===== config.mk =====
export PLATFORM = sky130hd
export DESIGN_NAME = spi_wb_cmd_if_flat
export DESIGN_NICKNAME = d
export VERILOG_FILES = /design/src/rtl/spi_wb_cmd_if_if.sv /design/src/rtl/spi_wb_cmd_if.sv /design/src/flat_wrapper.sv
export SDC_FILE = /design/constraint.sdc
export NUM_CORES = 1
export LEC_CHECK = 0
export ABC_AREA = 1
export CAP_MARGIN = 20
export CORE_MARGIN = 1.5
export CORE_UTILIZATION = 46
export CTS_BUF_LIST = sky130_fd_sc_hd__clkbuf_16
export DETAILED_ROUTE_END_ITERATION = 6
export GPL_ROUTABILITY_DRIVEN = 0
export PLACE_DENSITY = 0.9
export SYNTH_ARGS = -nofsm -noshare
export SYNTH_HDL_FRONTEND = slang
export SYNTH_SLANG_ARGS = --single-unit

===== constraint.sdc =====
create_clock -name clk -period 3.1 [get_ports clk]
set_input_delay 0.62 -clock clk [delete_from_list [all_inputs] [get_ports clk]]
set_output_delay 0.62 -clock clk [all_outputs]
set_load 0.02 [all_outputs]

===== src/rtl/spi_wb_cmd_if_if.sv =====
// Bus bundle for the SPI command-ring front end: Wishbone slave signals plus
// port A of the command buffer shared with the SPI master.
interface spi_wb_cmd_if_if #(
    parameter int AW = 8
);
    logic          wb_cyc_i;
    logic          wb_stb_i;
    logic          wb_we_i;
    logic [1:0]    wb_adr_i;
    logic [31:0]   wb_dat_i;
    logic [31:0]   wb_dat_o;
    logic          wb_ack_o;
    logic          wb_err_o;
    logic [AW-1:0] buf_addra;
    logic [31:0]   buf_dina;
    logic          buf_wea;
    logic [31:0]   buf_douta;

    modport slave (
        input  wb_cyc_i, wb_stb_i, wb_we_i, wb_adr_i, wb_dat_i, buf_douta,
        output wb_dat_o, wb_ack_o, wb_err_o, buf_addra, buf_dina, buf_wea
    );

    modport master (
        output wb_cyc_i, wb_stb_i, wb_we_i, wb_adr_i, wb_dat_i, buf_douta,
        input  wb_dat_o, wb_ack_o, wb_err_o, buf_addra, buf_dina, buf_wea
    );
endinterface


===== src/rtl/spi_wb_cmd_if.sv =====
// Wishbone front end that queues SPI commands into a ring in the shared
// buffer and hands completed (ready) slots back to software via RESULT.
module spi_wb_cmd_if #(
    parameter int AW = 8  // status word packs count/rd/wr into 3*AW+1 bits, so AW <= 9
) (
    input  logic            clk,
    input  logic            rst,
    spi_wb_cmd_if_if.slave  bus
);
    typedef enum logic [1:0] {IDLE, RD_WAIT, RD_DONE} state_t;
    typedef enum logic [1:0] {
        REG_CMD    = 2'd0,
        REG_RESULT = 2'd1,
        REG_STATUS = 2'd2,
        REG_RSVD   = 2'd3
    } reg_t;

    localparam logic [AW:0] DEPTH = {1'b1, {AW{1'b0}}};

    state_t        state;
    logic [AW-1:0] wr_ptr;
    logic [AW-1:0] rd_ptr;
    logic [AW:0]   count;

    logic        req;
    logic        can_accept;
    logic        full;
    logic        empty;
    logic [31:0] cmd_word;
    logic [31:0] status_word;
    logic        unused_dat_bits;

    assign req        = bus.wb_cyc_i & bus.wb_stb_i;
    // A transfer terminated on the previous edge still has cyc/stb high now;
    // refusing it here keeps ack/err to one-cycle pulses.
    assign can_accept = req & ~bus.wb_ack_o & ~bus.wb_err_o;
    assign full       = (count == DEPTH);
    assign empty      = (count == '0);

    // Freshly queued slots are marked busy and not ready for the SPI master.
    assign cmd_word   = {1'b0, 1'b1, bus.wb_dat_i[29], 14'b0, bus.wb_dat_i[14:0]};
    assign unused_dat_bits = ^{bus.wb_dat_i[31:30], bus.wb_dat_i[28:15]};

    always_comb begin
        status_word              = '0;
        status_word[3*AW:0]      = {count, rd_ptr, wr_ptr};
        status_word[31]          = full;
        status_word[30]          = empty;
    end

    // NOTE: every register here is state, so only non-blocking assignments are
    // used; the ring memory itself lives outside and is deliberately not reset.
    always_ff @(posedge clk or posedge rst) begin
        if (rst) begin
            state         <= IDLE;
            wr_ptr        <= '0;
            rd_ptr        <= '0;
            count         <= '0;
            bus.wb_ack_o  <= 1'b0;
            bus.wb_err_o  <= 1'b0;
            bus.wb_dat_o  <= '0;
            bus.buf_wea   <= 1'b0;
            bus.buf_addra <= '0;
            bus.buf_dina  <= '0;
        end else begin
            bus.wb_ack_o <= 1'b0;
            bus.wb_err_o <= 1'b0;
            bus.buf_wea  <= 1'b0;

            case (state)
                IDLE: begin
                    if (can_accept) begin
                        case (reg_t'(bus.wb_adr_i))
                            REG_CMD: begin
                                if (bus.wb_we_i && !full) begin
                                    bus.buf_addra <= wr_ptr;
                                    bus.buf_dina  <= cmd_word;
                                    bus.buf_wea   <= 1'b1;
                                    wr_ptr        <= wr_ptr + 1'b1;
                                    count         <= count + 1'b1;
                                    bus.wb_ack_o  <= 1'b1;
                                end else begin
                                    bus.wb_err_o  <= 1'b1;
                                end
                            end
                            REG_RESULT: begin
                                if (bus.wb_we_i) begin
                                    bus.wb_err_o  <= 1'b1;
                                end else begin
                                    bus.buf_addra <= rd_ptr;
                                    state         <= RD_WAIT;
                                end
                            end
                            REG_STATUS: begin
                                if (bus.wb_we_i) begin
                                    bus.wb_err_o  <= 1'b1;
                                end else begin
                                    bus.wb_dat_o  <= status_word;
                                    bus.wb_ack_o  <= 1'b1;
                                end
                            end
                            default: bus.wb_err_o <= 1'b1;
                        endcase
                    end
                end

                RD_WAIT: begin
                    state <= req ? RD_DONE : IDLE;
                end

                RD_DONE: begin
                    state <= IDLE;
                    if (req) begin
                        bus.wb_dat_o <= bus.buf_douta;
                        bus.wb_ack_o <= 1'b1;
                        // Zeroing a finished slot drops its busy bit so the
                        // master skips it, and frees it for a new command.
                        if (bus.buf_douta[31] && !empty) begin
                            bus.buf_addra <= rd_ptr;
                            bus.buf_dina  <= '0;
                            bus.buf_wea   <= 1'b1;
                            rd_ptr        <= rd_ptr + 1'b1;
                            count         <= count - 1'b1;
                        end
                    end
                end

                default: state <= IDLE;
            endcase
        end
    end
endmodule


===== src/flat_wrapper.sv =====
// flat-port wrapper written by rule: the top's interface ports become plain ports
module spi_wb_cmd_if_flat 
#(
    parameter int AW = 8                                                               
)
  (clk, rst, bus_wb_cyc_i, bus_wb_stb_i, bus_wb_we_i, bus_wb_adr_i, bus_wb_dat_i, bus_buf_douta, bus_wb_dat_o, bus_wb_ack_o, bus_wb_err_o, bus_buf_addra, bus_buf_dina, bus_buf_wea);
  spi_wb_cmd_if_if #(.AW(AW)) bus_i ();
  input  logic clk;
  input  logic rst;
  input wire logic [$bits(bus_i.wb_cyc_i)-1:0] bus_wb_cyc_i;
  input wire logic [$bits(bus_i.wb_stb_i)-1:0] bus_wb_stb_i;
  input wire logic [$bits(bus_i.wb_we_i)-1:0] bus_wb_we_i;
  input wire logic [$bits(bus_i.wb_adr_i)-1:0] bus_wb_adr_i;
  input wire logic [$bits(bus_i.wb_dat_i)-1:0] bus_wb_dat_i;
  input wire logic [$bits(bus_i.buf_douta)-1:0] bus_buf_douta;
  output wire logic [$bits(bus_i.wb_dat_o)-1:0] bus_wb_dat_o;
  output wire logic [$bits(bus_i.wb_ack_o)-1:0] bus_wb_ack_o;
  output wire logic [$bits(bus_i.wb_err_o)-1:0] bus_wb_err_o;
  output wire logic [$bits(bus_i.buf_addra)-1:0] bus_buf_addra;
  output wire logic [$bits(bus_i.buf_dina)-1:0] bus_buf_dina;
  output wire logic [$bits(bus_i.buf_wea)-1:0] bus_buf_wea;
  assign bus_i.wb_cyc_i = bus_wb_cyc_i;
  assign bus_i.wb_stb_i = bus_wb_stb_i;
  assign bus_i.wb_we_i = bus_wb_we_i;
  assign bus_i.wb_adr_i = bus_wb_adr_i;
  assign bus_i.wb_dat_i = bus_wb_dat_i;
  assign bus_i.buf_douta = bus_buf_douta;
  assign bus_wb_dat_o = bus_i.wb_dat_o;
  assign bus_wb_ack_o = bus_i.wb_ack_o;
  assign bus_wb_err_o = bus_i.wb_err_o;
  assign bus_buf_addra = bus_i.buf_addra;
  assign bus_buf_dina = bus_i.buf_dina;
  assign bus_buf_wea = bus_i.buf_wea;
  spi_wb_cmd_if #(.AW(AW)) u_core (.clk(clk), .rst(rst), .bus(bus_i));
endmodule

Word level (Yosys, flattened, before mapping)
Cells that the tools add are included.
{ "totals": {"in_bits": 71, "ff_bits": 102, "output_inout_bits": 75, "word_cells": 95} }
{ "op_classes": {"reduce_logical": 15, "n_mux": 45, "eq_ne": 16, "bitwise_logic": 5, "addsub": 4} }
{ "ops": {"columns": ["operator", "n"], "rows": [
  ["$mux W32", 9],
  ["$pmux W32 S2", 2],
  ["$mux W9", 5],
  ["$mux W8", 5],
  ["$pmux W8 S2", 2],
  ["$pmux W9 S2", 1],
  ["$add A8 B1 Y8 const B", 2],
  ["$mux W1", 12],
  ["$add A9 B1 Y9 const B", 1],
  ["$eq A9 B9 Y1 const B", 1],
  ["$logic_not A9 Y1", 1],
  ["$sub A9 B1 Y9 const B", 1],
  ["$mux W2", 4],
  ["$ne A2 B1 Y1 const B", 4],
  ["$ne A2 B2 Y1 const B", 4],
  ["$pmux W1 S2", 4],
  ["$reduce_and A7 Y1", 1],
  ["$ne A3 B3 Y1 const B", 2],
  ["$reduce_and A3 Y1", 2],
  ["$reduce_and A6 Y1", 1],
  ["$reduce_and A5 Y1", 1],
  ["$eq A2 B1 Y1 const B", 2],
  ["$eq A2 B2 Y1 const B", 2],
  ["$logic_not A2 Y1", 2],
  ["9 further kinds", 14]
]} }

Longest topological paths before layout
{ "depth": {"word_depth": 7, "ltp_mapped": 14} }

Least setup slack after synthesis
Ideal clock, no wire load.
{ "synth_path": {"kind": "register to register", "from": "reg u_core.state[0]", "to": "reg u_core.count[8]", "required_ns": 2.982, "period_less_slack_ns": 2.081, "stages_incl_launch_ff": 12, "setup_ns": 0.118, "setup_slack_ns": 1.019, "t_arrival_ns": 1.964, "path_cell_list": "dfrtp_1 inv_2 nand2_2 buf_2 clkbuf_1 fa_1 o21ai_0 nand3_1 nand3b_1 nand2_1 nand3_1 nand2_1"} }
{ "synth_via": {"elab_chain_len": 3, "word_cells_on_any_way": 10} }
{ "synth_lines": {"columns": ["element", "line", "source"], "rows": [
  ["from (decl)", "spi_wb_cmd_if.sv:20", "state_t state;"],
  ["from (signal assigned)", "spi_wb_cmd_if.sv:108", "state <= req ? RD_DONE : IDLE;"],
  ["$eq A2 B2 Y1 or $logic_not A2 Y1 (tied branches)", "spi_wb_cmd_if.sv:70", "case (state)"],
  ["$ne A2 B1 Y1 (no source line) (tied with other cells)", null, null],
  ["$reduce_and A6 Y1 (no source line)", null, null],
  ["to (signal assigned)", "spi_wb_cmd_if.sv:80", "count <= count + 1'b1;"],
  ["to (signal assigned)", "spi_wb_cmd_if.sv:123", "count <= count - 1'b1;"],
  ["to (decl)", "spi_wb_cmd_if.sv:23", "logic [AW:0] count;"]
]} }
Parallel ways exist; a longest one is shown, timed or not.
A chain may end at the register's enable or synchronous reset.

Worst setup path after layout
{ "layout_path": {"from": "in bus_wb_cyc_i", "to": "reg u_core.bus.wb_dat_o[24]"} }
{ "layout_via": {"elab_chain_len": 5, "word_cells_on_any_way": 6} }
{ "layout_lines": {"columns": ["element", "line", "source"], "rows": [
  ["from (decl)", "flat_wrapper.sv:10", "input wire logic [$bits(bus_i.wb_cyc_i)-1:0] bus_wb_cyc_i;"],
  ["$and A1 B1 Y1 (*)", "spi_wb_cmd_if.sv:33", "assign req = bus.wb_cyc_i & bus.wb_stb_i;"],
  ["$and A1 B1 Y1 (2 in a row)", "spi_wb_cmd_if.sv:36", "assign can_accept = req & ~bus.wb_ack_o & ~bus.wb_err_o;"],
  ["$ne A2 B1 Y1 (no source line)", null, null],
  ["$reduce_and A5 Y1 (no source line) (*)", null, null],
  ["to (signal assigned)", "spi_wb_cmd_if.sv:98", "bus.wb_dat_o <= status_word;"],
  ["to (signal assigned)", "spi_wb_cmd_if.sv:114", "bus.wb_dat_o <= bus.buf_douta;"],
  ["to (decl)", "spi_wb_cmd_if_if.sv:21", "output wb_dat_o, wb_ack_o, wb_err_o, buf_addra, buf_dina, buf_wea"]
]} }
Mark *: on every way between the ends. The rest lies on a longest branch, timed or not.

==> flow_summary_export.csv <==
group,metric,value,unit
drt,drtAntennaViolNets,0,
logic_synthesis,yosysWarnings,0,
logic_synthesis,synthAdderAreaFrac,3.97,%
hold_path,worstHoldStart,"u_core.bus.buf_dina[12]",
drt,first_pass_iters,5,
logic_synthesis,synth-xor-area-share,3.04,%
timing,drv_slew,0,
grt,use_met2,38.8,%
logic_synthesis,synth.area.top_cells,"dfrtp_1, nand2_1, nand3_1, nor2_1, ha_1",
cells_and_area,multi_input_area,2100,µm²
critical_path,critPathMaxStageDelay,0.46,ns
floorplanning,start_util,47.3,%
logic_synthesis,synth_compound_area_share,7.91,%
power_and_ir_drop,powerDensity,606,nW/µm²
placement,dpl_cell_area,5800,µm²
critical_path,r2r-end,"u_core.count[8]",
placement,portBuffers,114,
grt,grt_max_degree,46,
clock_tree,clk_latency,0.33,ns
critical_path,r2r_cells,10,
clock_tree,cts_max_path_buffers,2,
logic_synthesis,ys_seq_area_share,47.3,%
power_and_ir_drop,peakVddDrop,0.291,mV
critical_path,crit_path_start_kind,"input port",
critical_path,crit_path_frequent_cell,"nand2_1",
outcome,status,"completed",
cells_and_area,diodes,0,
critical_path,worstSetupPathType,"input port to flip-flop",
clock_tree,clock-sinks,87,
hold_path,hold-path-endpoint,"u_core.bus.buf_dina[12]",
drt,drt_wl_total,11300,µm
power_and_ir_drop,p_sw_share,33.5,%
grt,grt_pass1_wl,18400,µm
clock_tree,root_buffer,"clkbuf_16",
timing,final_hold_viol_count,0,
clock_tree,hold_buffers,0,
cells_and_area,syn2layout_area_growth,31.9,%
grt,grt_overflow,0,
cells_and_area,fillers,781,
logic_synthesis,syn_area,4610,µm²
logic_synthesis,synth_commonest_cells,"nand2_1, dfrtp_1, nand3_1",
floorplanning,die_y,103,µm
cells_and_area,ff_latch_area,2180,µm²
power_and_ir_drop,power_frac_comb,32.0,%
floorplanning,row_count,36,
floorplanning,dieArea,10600,µm²
hold_path,hp-class,"flip-flop to flip-flop",
logic_synthesis,synth_top_area_share,47.3,%
cells_and_area,drive_gt1_share,7.31,%
logic_synthesis,ys.flop_type,"dfrtp_1",
power_and_ir_drop,switching_power,1.23,mW
logic_synthesis,yosys-mux-area-fraction,0,%
clock_tree,post-cts-setup-buffers,0,
grt,globalRouteMet1Util,25.3,%
critical_path,path_cells,"clkdlybuf4s50_1 > nand2_1 > inv_1 > nand2_1 > nor2_4 > nand3_2 > nand2_2 > inv_1 > nand2_1 > o21ai_1",
logic_synthesis,syn_avg_cell_area,8.05,µm²
clock_tree,clk_pin_slew,0.06,ns
logic_synthesis,yosysMostFrequentCell,"nand2_1",
critical_path,worstPathRequired,3.31,ns
cells_and_area,stdcell_area,6080,µm²
power_and_ir_drop,power.internal,2.45,mW
critical_path,cp.arrival,2.50,ns
clock_tree,ctsResizeCount,0,
grt,globalRoute.busiestLayer,"met2",
drt,avgViaCountPerCell,5.17,
floorplanning,core-area,9730,µm²
hold_path,holdPathStages,2,
timing,rsz0062_at_grt,"false",
grt,globalRouteMet3Util,5.42,%
clock_tree,htreeDepth,3,
logic_synthesis,synth-simple-area-share,29.4,%
critical_path,worst-r2r-setup-slack,0.91,ns
grt,grt_pass1_vias,4209,
timing,tns,0,ns
placement,place_hpwl,8430,µm
critical_path,cp_slowest_cell,"clkdlybuf4s50_1",
drt,vias,4222,
power_and_ir_drop,seqPwrFrac,41.3,%
timing,max_freq,436,MHz
timing,period_share,74.0,%
logic_synthesis,synth_top_area_cell,"dfrtp_1",
drt,drt_iter0_drc,290,
drt,drc,0,
timing,period_minus_slack,2.29,ns
grt,grt_usage,21.9,%
power_and_ir_drop,leakage,2.97,nW
power_and_ir_drop,clock_power_share,26.8,%
critical_path,cp_max_fo,11,
timing,setup_viol,0,
logic_synthesis,synth_cell_types,34,
timing,hold-worst-slack,0.472,ns
floorplanning,die_w,103,µm
clock_tree,cts_tree,"built",
drt,wl_per_cell,13.8,µm
critical_path,rr_startpoint,"u_core.state[0]",
logic_synthesis,synth-seq-cells,87,
cells_and_area,final_nets,764,
logic_synthesis,synth_top_family_by_area,"simple AND/OR/NAND/NOR gates",
timing,finalClockSkew,0.00510,ns
run,cap_viol_max_count,0,
logic_synthesis,async_reset_ff_share,100,%
logic_synthesis,netlist_instances,572,
power_and_ir_drop,power,3.68,mW
logic_synthesis,synth_edf_count,0,
critical_path,cp-end-kind,"flip-flop",
clock_tree,cts_buffers,9,
grt,antenna_found_initial,0,
floorplanning,io_pins,146,
## power by group through the flow
stage,combinational [mW],clock (mW),sequential [mW]
floorplan,0.440,0,1.73
global placement,1.14,0,1.53
detailed placement,1.18,0,1.54
CTS,1.18,1.01,1.52
global route,1.28,1.05,1.55
finish,1.18,0.986,1.52
## worst max path at each step
stage                       startpoint  slack (ns)  depth (start not counted)                      end
final                     bus_wb_cyc_i        0.81                         10  u_core.bus.wb_dat_o[24]
after global routing      bus_wb_cyc_i        0.59                         10   u_core.bus.wb_dat_o[0]
after CTS                 bus_wb_cyc_i        0.83                         10  u_core.bus.wb_dat_o[24]
after detailed placement  bus_wb_cyc_i        0.47                         10  u_core.bus.wb_dat_o[24]
after global placement    bus_wb_cyc_i        0.54                         10  u_core.bus.wb_dat_o[24]
after floorplan                    rst        0.23                          1  u_core.bus.buf_addra[0]
## flip-flops by register name, summed over array words and instances (netlist names)
register	count
u_core.state	2
u_core.rd_ptr	8
u_core.bus.wb_ack_o	1
u_core.bus.buf_dina	17
u_core.bus.wb_err_o	1
u_core.bus.buf_wea	1
u_core.wr_ptr	8
u_core.count	9
u_core.bus.wb_dat_o	32
u_core.bus.buf_addra	8
## placed cells by master, fill, tap and decap left out, types with 2 or more instances in the layout
cell / instances
nor2_2: 3
o21ai_1: 4
clkbuf_16: 9
a21oi_1: 17
dfrtp_1: 87
nor2_4: 2
nand2_2: 12
nand3b_1: 2
nand4_1: 7
clkinv_2: 2
xor2_1: 9
a31oi_1: 24
nor2_1: 45
ha_1: 13
inv_2: 5
nand2_1: 188
conb_1: 15
nand3_1: 51
clkdlybuf4s50_1: 114
xnor2_1: 7
o21ai_0: 10
inv_1: 32
buf_4: 5
clkinvlp_4: 3
nor3_1: 4
buf_12: 2
## per-layer routing
layer	vias up	share of wire, %
met2	178	49
met4	0	2.0
li1	2027	-
met5	-	0
met3	23	8.2
met1	1994	41
## layout make-up
type                    instances  area share, %
flip-flops and latches         87           35.8
multi-input cells             422           34.5
repair buffers                121           20.1
clock buffers                   9           3.71
well taps                     133           2.74
inverters                      38           2.37
clock inverters                 7          0.803
## cells by family (layout without fill, tap and decap cells)
kind of cell,after synthesis,after routing
other,1,15
buffers and inverters,77,175
and+or+nand+nor,317,317
DFF,87,87
adders and majority gates,14,14
xor gates and xnor gates,16,16
AOI/OAI and AO/OA,60,60
## critical path: cells and delay by family
family | cells | cell delay [ns]
AO/OA/AOI/OAI | 1 | 0.07
buffers and inverters | 3 | 0.81
AND/OR/NAND/NOR | 6 | 1.01
## stage by stage
stage,std cells,util [%],setup slack [ns]
finish,817,62.4,0.807
global route,817,62.4,0.589
CTS,817,62.4,0.827
detailed placement,801,59.6,0.475
global placement,801,59.6,0.540
floorplan,586,-,0.230
Note: power is estimated with default switching activity, not from simulation.
